File: src/rtl/pong_pkg.sv
// Shared types for the Pong match sequencer: state encodings,
// default winning score and the serve/winner side encodings.
package pong_pkg;

    typedef enum logic [2:0] {
        ST_IDLE   = 3'd0,
        ST_SERVE  = 3'd1,
        ST_RALLY  = 3'd2,
        ST_POINT  = 3'd3,
        ST_CHECK  = 3'd4,
        ST_PAUSED = 3'd5,
        ST_OVER   = 3'd6
    } match_state_e;

    localparam int WIN_TEN_DEF = 1;
    localparam int WIN_ONE_DEF = 1;

    localparam logic DIR_PLAYER   = 1'b0;
    localparam logic DIR_COMPUTER = 1'b1;

    localparam logic WIN_PLAYER   = 1'b0;
    localparam logic WIN_COMPUTER = 1'b1;

    // True once a two-digit BCD score has reached the target score.
    function automatic logic score_reached(
        input logic [3:0] ten,
        input logic [3:0] one,
        input logic [3:0] win_ten,
        input logic [3:0] win_one
    );
        return (ten > win_ten) || ((ten == win_ten) && (one >= win_one));
    endfunction

endpackage

File: src/rtl/rise_detect.sv
// Rising-edge detector on an already synchronized level; the
// previous value is registered so the edge is seen for one cycle.
module rise_detect (
    input  logic clk,
    input  logic Reset,
    input  logic d,
    output logic rise
);

    logic prev_q;

    always_ff @(posedge clk or posedge Reset) begin
        if (Reset) begin
            prev_q <= 1'b0;
        end else begin
            prev_q <= d;
        end
    end

    assign rise = d & ~prev_q;

endmodule

File: src/rtl/pong_match_ctrl.sv
// Match sequencer for Pong: serve delay, rally, point strobes to the
// BCD score counter, win check and game-over hold.
module pong_match_ctrl
    import pong_pkg::*;
#(
    parameter int SERVE_DELAY = 60,
    parameter int WIN_TEN     = WIN_TEN_DEF,
    parameter int WIN_ONE     = WIN_ONE_DEF,
    parameter int DLY_W       = 8
) (
    input  logic       clk,
    input  logic       Reset,
    input  logic       start,
    input  logic       pause,
    input  logic       miss_left,
    input  logic       miss_right,
    input  logic [3:0] p_ten,
    input  logic [3:0] p_one,
    input  logic [3:0] c_ten,
    input  logic [3:0] c_one,
    output logic       PScore,
    output logic       CScore,
    output logic       score_clr,
    output logic       ball_rst,
    output logic       ball_en,
    output logic       serve_dir,
    output logic       game_over,
    output logic       winner,
    output logic [2:0] state_dbg
);

    localparam logic [DLY_W-1:0] DLY_LOAD = DLY_W'(SERVE_DELAY - 1);
    localparam logic [DLY_W-1:0] DLY_ONE  = DLY_W'(1);
    localparam logic [3:0]       WT       = 4'(WIN_TEN);
    localparam logic [3:0]       WO       = 4'(WIN_ONE);

    logic start_rise;
    logic miss_l_rise;
    logic miss_r_rise;

    rise_detect u_start_rd (
        .clk   (clk),
        .Reset (Reset),
        .d     (start),
        .rise  (start_rise)
    );

    rise_detect u_miss_l_rd (
        .clk   (clk),
        .Reset (Reset),
        .d     (miss_left),
        .rise  (miss_l_rise)
    );

    rise_detect u_miss_r_rd (
        .clk   (clk),
        .Reset (Reset),
        .d     (miss_right),
        .rise  (miss_r_rise)
    );

    match_state_e     state_q, state_d;
    logic [DLY_W-1:0] dly_q, dly_d;
    logic             pscore_q, pscore_d;
    logic             cscore_q, cscore_d;
    logic             clr_q, clr_d;
    logic             dir_q, dir_d;
    logic             win_q, win_d;

    logic p_won;
    logic c_won;

    assign p_won = score_reached(p_ten, p_one, WT, WO);
    assign c_won = score_reached(c_ten, c_one, WT, WO);

    always_ff @(posedge clk or posedge Reset) begin
        if (Reset) begin
            state_q  <= ST_IDLE;
            dly_q    <= '0;
            pscore_q <= 1'b0;
            cscore_q <= 1'b0;
            clr_q    <= 1'b0;
            dir_q    <= DIR_COMPUTER;
            win_q    <= WIN_PLAYER;
        end else begin
            state_q  <= state_d;
            dly_q    <= dly_d;
            pscore_q <= pscore_d;
            cscore_q <= cscore_d;
            clr_q    <= clr_d;
            dir_q    <= dir_d;
            win_q    <= win_d;
        end
    end

    always_comb begin
        state_d  = state_q;
        dly_d    = dly_q;
        pscore_d = 1'b0;
        cscore_d = 1'b0;
        clr_d    = 1'b0;
        dir_d    = dir_q;
        win_d    = win_q;

        case (state_q)
            ST_IDLE: begin
                if (start_rise) begin
                    state_d = ST_SERVE;
                    dir_d   = DIR_COMPUTER;
                    dly_d   = DLY_LOAD;
                end
            end
            ST_SERVE: begin
                if (dly_q == '0) begin
                    state_d = ST_RALLY;
                end else begin
                    dly_d = dly_q - DLY_ONE;
                end
            end
            ST_RALLY: begin
                // A simultaneous double miss credits the player only.
                if (pause) begin
                    state_d = ST_PAUSED;
                end else if (miss_r_rise) begin
                    pscore_d = 1'b1;
                    dir_d    = DIR_COMPUTER;
                    state_d  = ST_POINT;
                end else if (miss_l_rise) begin
                    cscore_d = 1'b1;
                    dir_d    = DIR_PLAYER;
                    state_d  = ST_POINT;
                end
            end
            ST_PAUSED: begin
                if (!pause) begin
                    state_d = ST_RALLY;
                end
            end
            ST_POINT: begin
                state_d = ST_CHECK;
            end
            ST_CHECK: begin
                if (p_won) begin
                    win_d   = WIN_PLAYER;
                    state_d = ST_OVER;
                end else if (c_won) begin
                    win_d   = WIN_COMPUTER;
                    state_d = ST_OVER;
                end else begin
                    dly_d   = DLY_LOAD;
                    state_d = ST_SERVE;
                end
            end
            ST_OVER: begin
                if (start_rise) begin
                    clr_d   = 1'b1;
                    win_d   = WIN_PLAYER;
                    dir_d   = DIR_COMPUTER;
                    dly_d   = DLY_LOAD;
                    state_d = ST_SERVE;
                end
            end
            default: begin
                state_d = ST_IDLE;
            end
        endcase
    end

    always_comb begin
        ball_rst  = 1'b1;
        ball_en   = 1'b0;
        game_over = 1'b0;
        case (state_q)
            ST_RALLY: begin
                ball_rst = 1'b0;
                ball_en  = 1'b1;
            end
            ST_PAUSED, ST_POINT, ST_CHECK: begin
                ball_rst = 1'b0;
            end
            ST_OVER: begin
                game_over = 1'b1;
            end
            default: begin
                ball_rst = 1'b1;
            end
        endcase
    end

    assign PScore    = pscore_q;
    assign CScore    = cscore_q;
    assign score_clr = clr_q;
    assign serve_dir = dir_q;
    assign winner    = win_q;
    assign state_dbg = state_q;

endmodule

File: config.mk
export PLATFORM = sky130hd
export DESIGN_NAME = pong_match_ctrl
export DESIGN_NICKNAME = d
export VERILOG_FILES = /design/src/rtl/pong_pkg.sv /design/src/rtl/rise_detect.sv /design/src/rtl/pong_match_ctrl.sv
export SDC_FILE = /design/constraint.sdc
export NUM_CORES = 1
export LEC_CHECK = 0
export CORE_MARGIN = 5
export CORE_UTILIZATION = 40
export CTS_BUF_LIST = sky130_fd_sc_hd__clkbuf_2
export DETAILED_ROUTE_END_ITERATION = 7
export DONT_BUFFER_PORTS = 1
export PLACE_DENSITY = 0.65
export SLEW_MARGIN = 20
export SYNTH_ARGS = -nofsm -noshare
export SYNTH_HDL_FRONTEND = slang
export SYNTH_SLANG_ARGS = --single-unit
File: constraint.sdc
create_clock -name clk -period 2.1 [get_ports clk]
set_input_delay 0.42 -clock clk [delete_from_list [all_inputs] [get_ports clk]]
set_output_delay 0.42 -clock clk [all_outputs]
set_load 0.05 [all_outputs]
==> run_results.csv <==
group,metric,value,unit
die,rows,19,
sta,slew_violations,0,
final_layout,final_core_util,45.8,%
critical_path,crit_chain,"buf_4, nand2b_1, nor2_2, buf_4",
die,pin_count,33,
critical_path,path_common_cell,"buf_4",
final_layout,area_growth_from_synthesis_to_layout,10.0,%
global_routing,grt_pass1_wl,4200,um
logic_synthesis,syn-cell-area,1140,um2
drt,via_count,928,
sta,final.period_utilization,91.4,%
global_routing,number_of_global_route_vias_before_repair,876,
logic_synthesis,synth_top_cells_by_count,"dfrtp_1 (18), nor2_1 (12), inv_1 (9)",
sta,number_of_endpoints_with_negative_hold_slack_in_the_final_report,0,
sta,upper_clock_frequency_limit,0.521,GHz
final_layout,final_cell_count_no_fill,155,
cts,ctsHtreeMaxLevel,1,
global_routing,grt.total_usage,13.0,%
cts,post_cts.repair.setup_buffers,0,
power_and_ir_drop,post-layout-total-power,1.91,mW
die,initial_core_util,41.6,%
global_routing,grt_remaining_overflow,0,
sta,grt_setup_unrepaired,"no",
drt,routedWlPerCell,16.0,um
cts,clkTransAtPathRegs,0.18,ns
placement,placedCellCount,151,
logic_synthesis,synth.avg_cell_area,9.89,um2
cts,cts_inserted_buffers,3,
logic_synthesis,synth.ff_latch_count,19,
global_routing,largest_net_degree_at_the_start_of_global_routing,20,
drt,avgViaCountPerCell,5.99,
placement,setup_slack_at_placement,0.205,ns
sta,setup_total_negative_slack,0,ns
cts,cell_at_the_root_of_the_clock_tree,"clkbuf_2",
sta,timing_worst_slew_pin_value,0.733,ns
critical_path,setup.worst_path.end_class,"output pin",
logic_synthesis,synth_edf_count,0,
sta,relSlewSlack,51.1,%
drt,firstDrtPassIters,4,
logic_synthesis,post-synth-top-count-cell,"dfrtp_1",
critical_path,timing.setup.critical_path_class,"flop to output pin",
cts,holdBufCountCts,0,
die,die_w,63.3,um
critical_path,r2r.worst_path.cells,6,
critical_path,regToRegEndpoint,"dly_q[1]",
logic_synthesis,synth-warning-count,0,
placement,numPortBuffers,0,
cts,worst_skew_pair.late_latency,0.31,ns
critical_path,critical-path-max-stage-delay,0.44,ns
logic_synthesis,post_syn_nets,139,
placement,placed_cell_area,1230,um2
final_layout,antenna_cells_inserted,0,
logic_synthesis,ys_top_cells_by_area,"dfrtp_1 (40%), nor2_1 (4.0%), inv_1 (3.0%)",
final_layout,nets,149,
logic_synthesis,post-synth-top-area-fraction,39.6,%
die,core_area,2730,um2
sta,finalClockSkew,0.0150,ns
logic_synthesis,synthesis.instances,115,
critical_path,path_max_fanout,12,
logic_synthesis,synth_cell_types,46,
drt,final_antenna_net_count,0,
logic_synthesis,post_synth_top_area_cell,"dfrtp_1",
die,design.die.area,4010,um2
sta,post-route-worst-setup-slack,0.182,ns
sta,min_tclk_post_route,1.92,ns
cts,maximum_number_of_buffers_from_clock_root_to_sink,2,
critical_path,startpoint_type,"flop",
outcome,run_status,"completed",
logic_synthesis,synth_seq_area_share,41.9,%
placement,place.gp.congestion,0.851,
logic_synthesis,asyncSetResetFlopFracSynth,100,%
power_and_ir_drop,power.ir.vdd_worst,0.930,mV
drt,drt-total-wl,2480,um
cts,post_cts_resize_count,0,
hold_path,worstHoldPathType,"input pin to async pin",
sta,hold-worst-slack,0.0901,ns
critical_path,cp_slowest_cell,"dfrtp_1",
drt,drt_iter0_drc,28,
final_layout,fraction_of_final_layout_cells_sized_beyond_drive_strength_1,21.8,%
cts,clock_tree_sinks,19,
power_and_ir_drop,total_leakage_power,0.527,nW
critical_path,timing.reg2reg.setup_slack,0.19,ns
placement,detailed_place_hpwl,1950,um
critical_path,worstPathRequired,1.68,ns
critical_path,critPathArrivalTime,1.50,ns
drt,post-route-drc-count,0,
power_and_ir_drop,power.density,1530,nW/um2
cts,tritoncts,"done",
flow_run,cap_viol_max_count,0,
logic_synthesis,ys_flop_type,"dfrtp_1",
sta,setup_viol_count_final,0,
die,die_height,63.3,um
global_routing,number_of_antenna_violations_at_the_first_check_in_global_routing,0,
critical_path,rr_startpoint,"dly_q[0]",
final_layout,fin_area,1250,um2
-- flip-flops by register name (all words and copies together), names as in the netlist --
register,flops
dly_q,8
state_dbg,3
CScore,1
PScore,1
score_clr,1
serve_dir,1
u_miss_l_rd.prev_q,1
u_miss_r_rd.prev_q,1
u_start_rd.prev_q,1
winner,1
-- worst max-delay path: cells and delay by family (launching register included) --
family                 cells  cell delay, ns
and+or+nand+nor            2            0.32
buffers and inverters      2            0.43
DFF                        1            0.44
-- power breakdown --
group | internal [mW] | switching (mW) | leakage (nW)
clock network | 0.0505 | 0.110 | 0.0166
logic | 0.425 | 0.674 | 0.282
registers | 0.480 | 0.175 | 0.229
-- layer usage --
metal / GRT usage [%] / routed length (um) / up-vias
li1: - / - / 450
met1: 17.1 / 1120 / 441
met2: 19.7 / 1120 / 35
met3: 4.80 / 214 / 2
met4: 3.90 / 22 / 0
met5: 0 / 0 / -
-- kinds of logic after synthesis --
family | count (synthesis) | share of synthesized area [%]
AO/OA/AOI/OAI | 37 | 27.6
XOR/XNOR | 1 | 0.770
adder cells (fa/ha/maj) | 2 | 2.20
buffers and inverters | 13 | 4.95
flip-flops | 19 | 41.9
multiplexers | 2 | 2.20
AND/OR/NAND/NOR | 41 | 20.4
-- worst max path at each step --
| stage | from | endpoint | slack (ns) | cells after the start |
|---|---|---|---|---|
| floorplan | state_dbg[1] | game_over | 0.08 | 3 |
| global placement | dly_q[0] | dly_q[1] | 0.26 | 6 |
| detailed placement | dly_q[0] | dly_q[1] | 0.20 | 6 |
| CTS | state_dbg[0] | ball_en | 0.14 | 4 |
| global route | state_dbg[0] | ball_en | 0.04 | 4 |
| finish | state_dbg[0] | ball_en | 0.18 | 4 |
-- layout make-up --
| class | instances | area, um2 |
|---|---|---|
| Fill cell | 248 | 1480 |
| Multi-Input combinational cell | 83 | 614 |
| Sequential cell | 19 | 477 |
| Timing Repair Buffer | 9 | 67.6 |
| Tap cell | 31 | 38.8 |
| Inverter | 9 | 33.8 |
| Clock buffer | 4 | 20.0 |
-- cells in the final DEF, fill, tap and decap left out, types with 2 or more instances in the layout --
cell	synthesis	layout
dfrtp_1	18	18
nor2_1	12	11
inv_1	9	9
buf_4	0	9
nor3_1	6	6
o21ai_0	6	6
nand2b_1	5	5
a21oi_1	4	4
clkbuf_2	0	4
a21o_1	3	3
nand2_1	3	3
nand3_1	3	3
a31oi_1	3	3
nor2b_1	2	2
o41ai_2	2	2
a211oi_1	2	2
o21a_1	2	2
nor4_1	2	2
ha_1	2	2
Note: power is estimated with default switching activity, not from simulation.
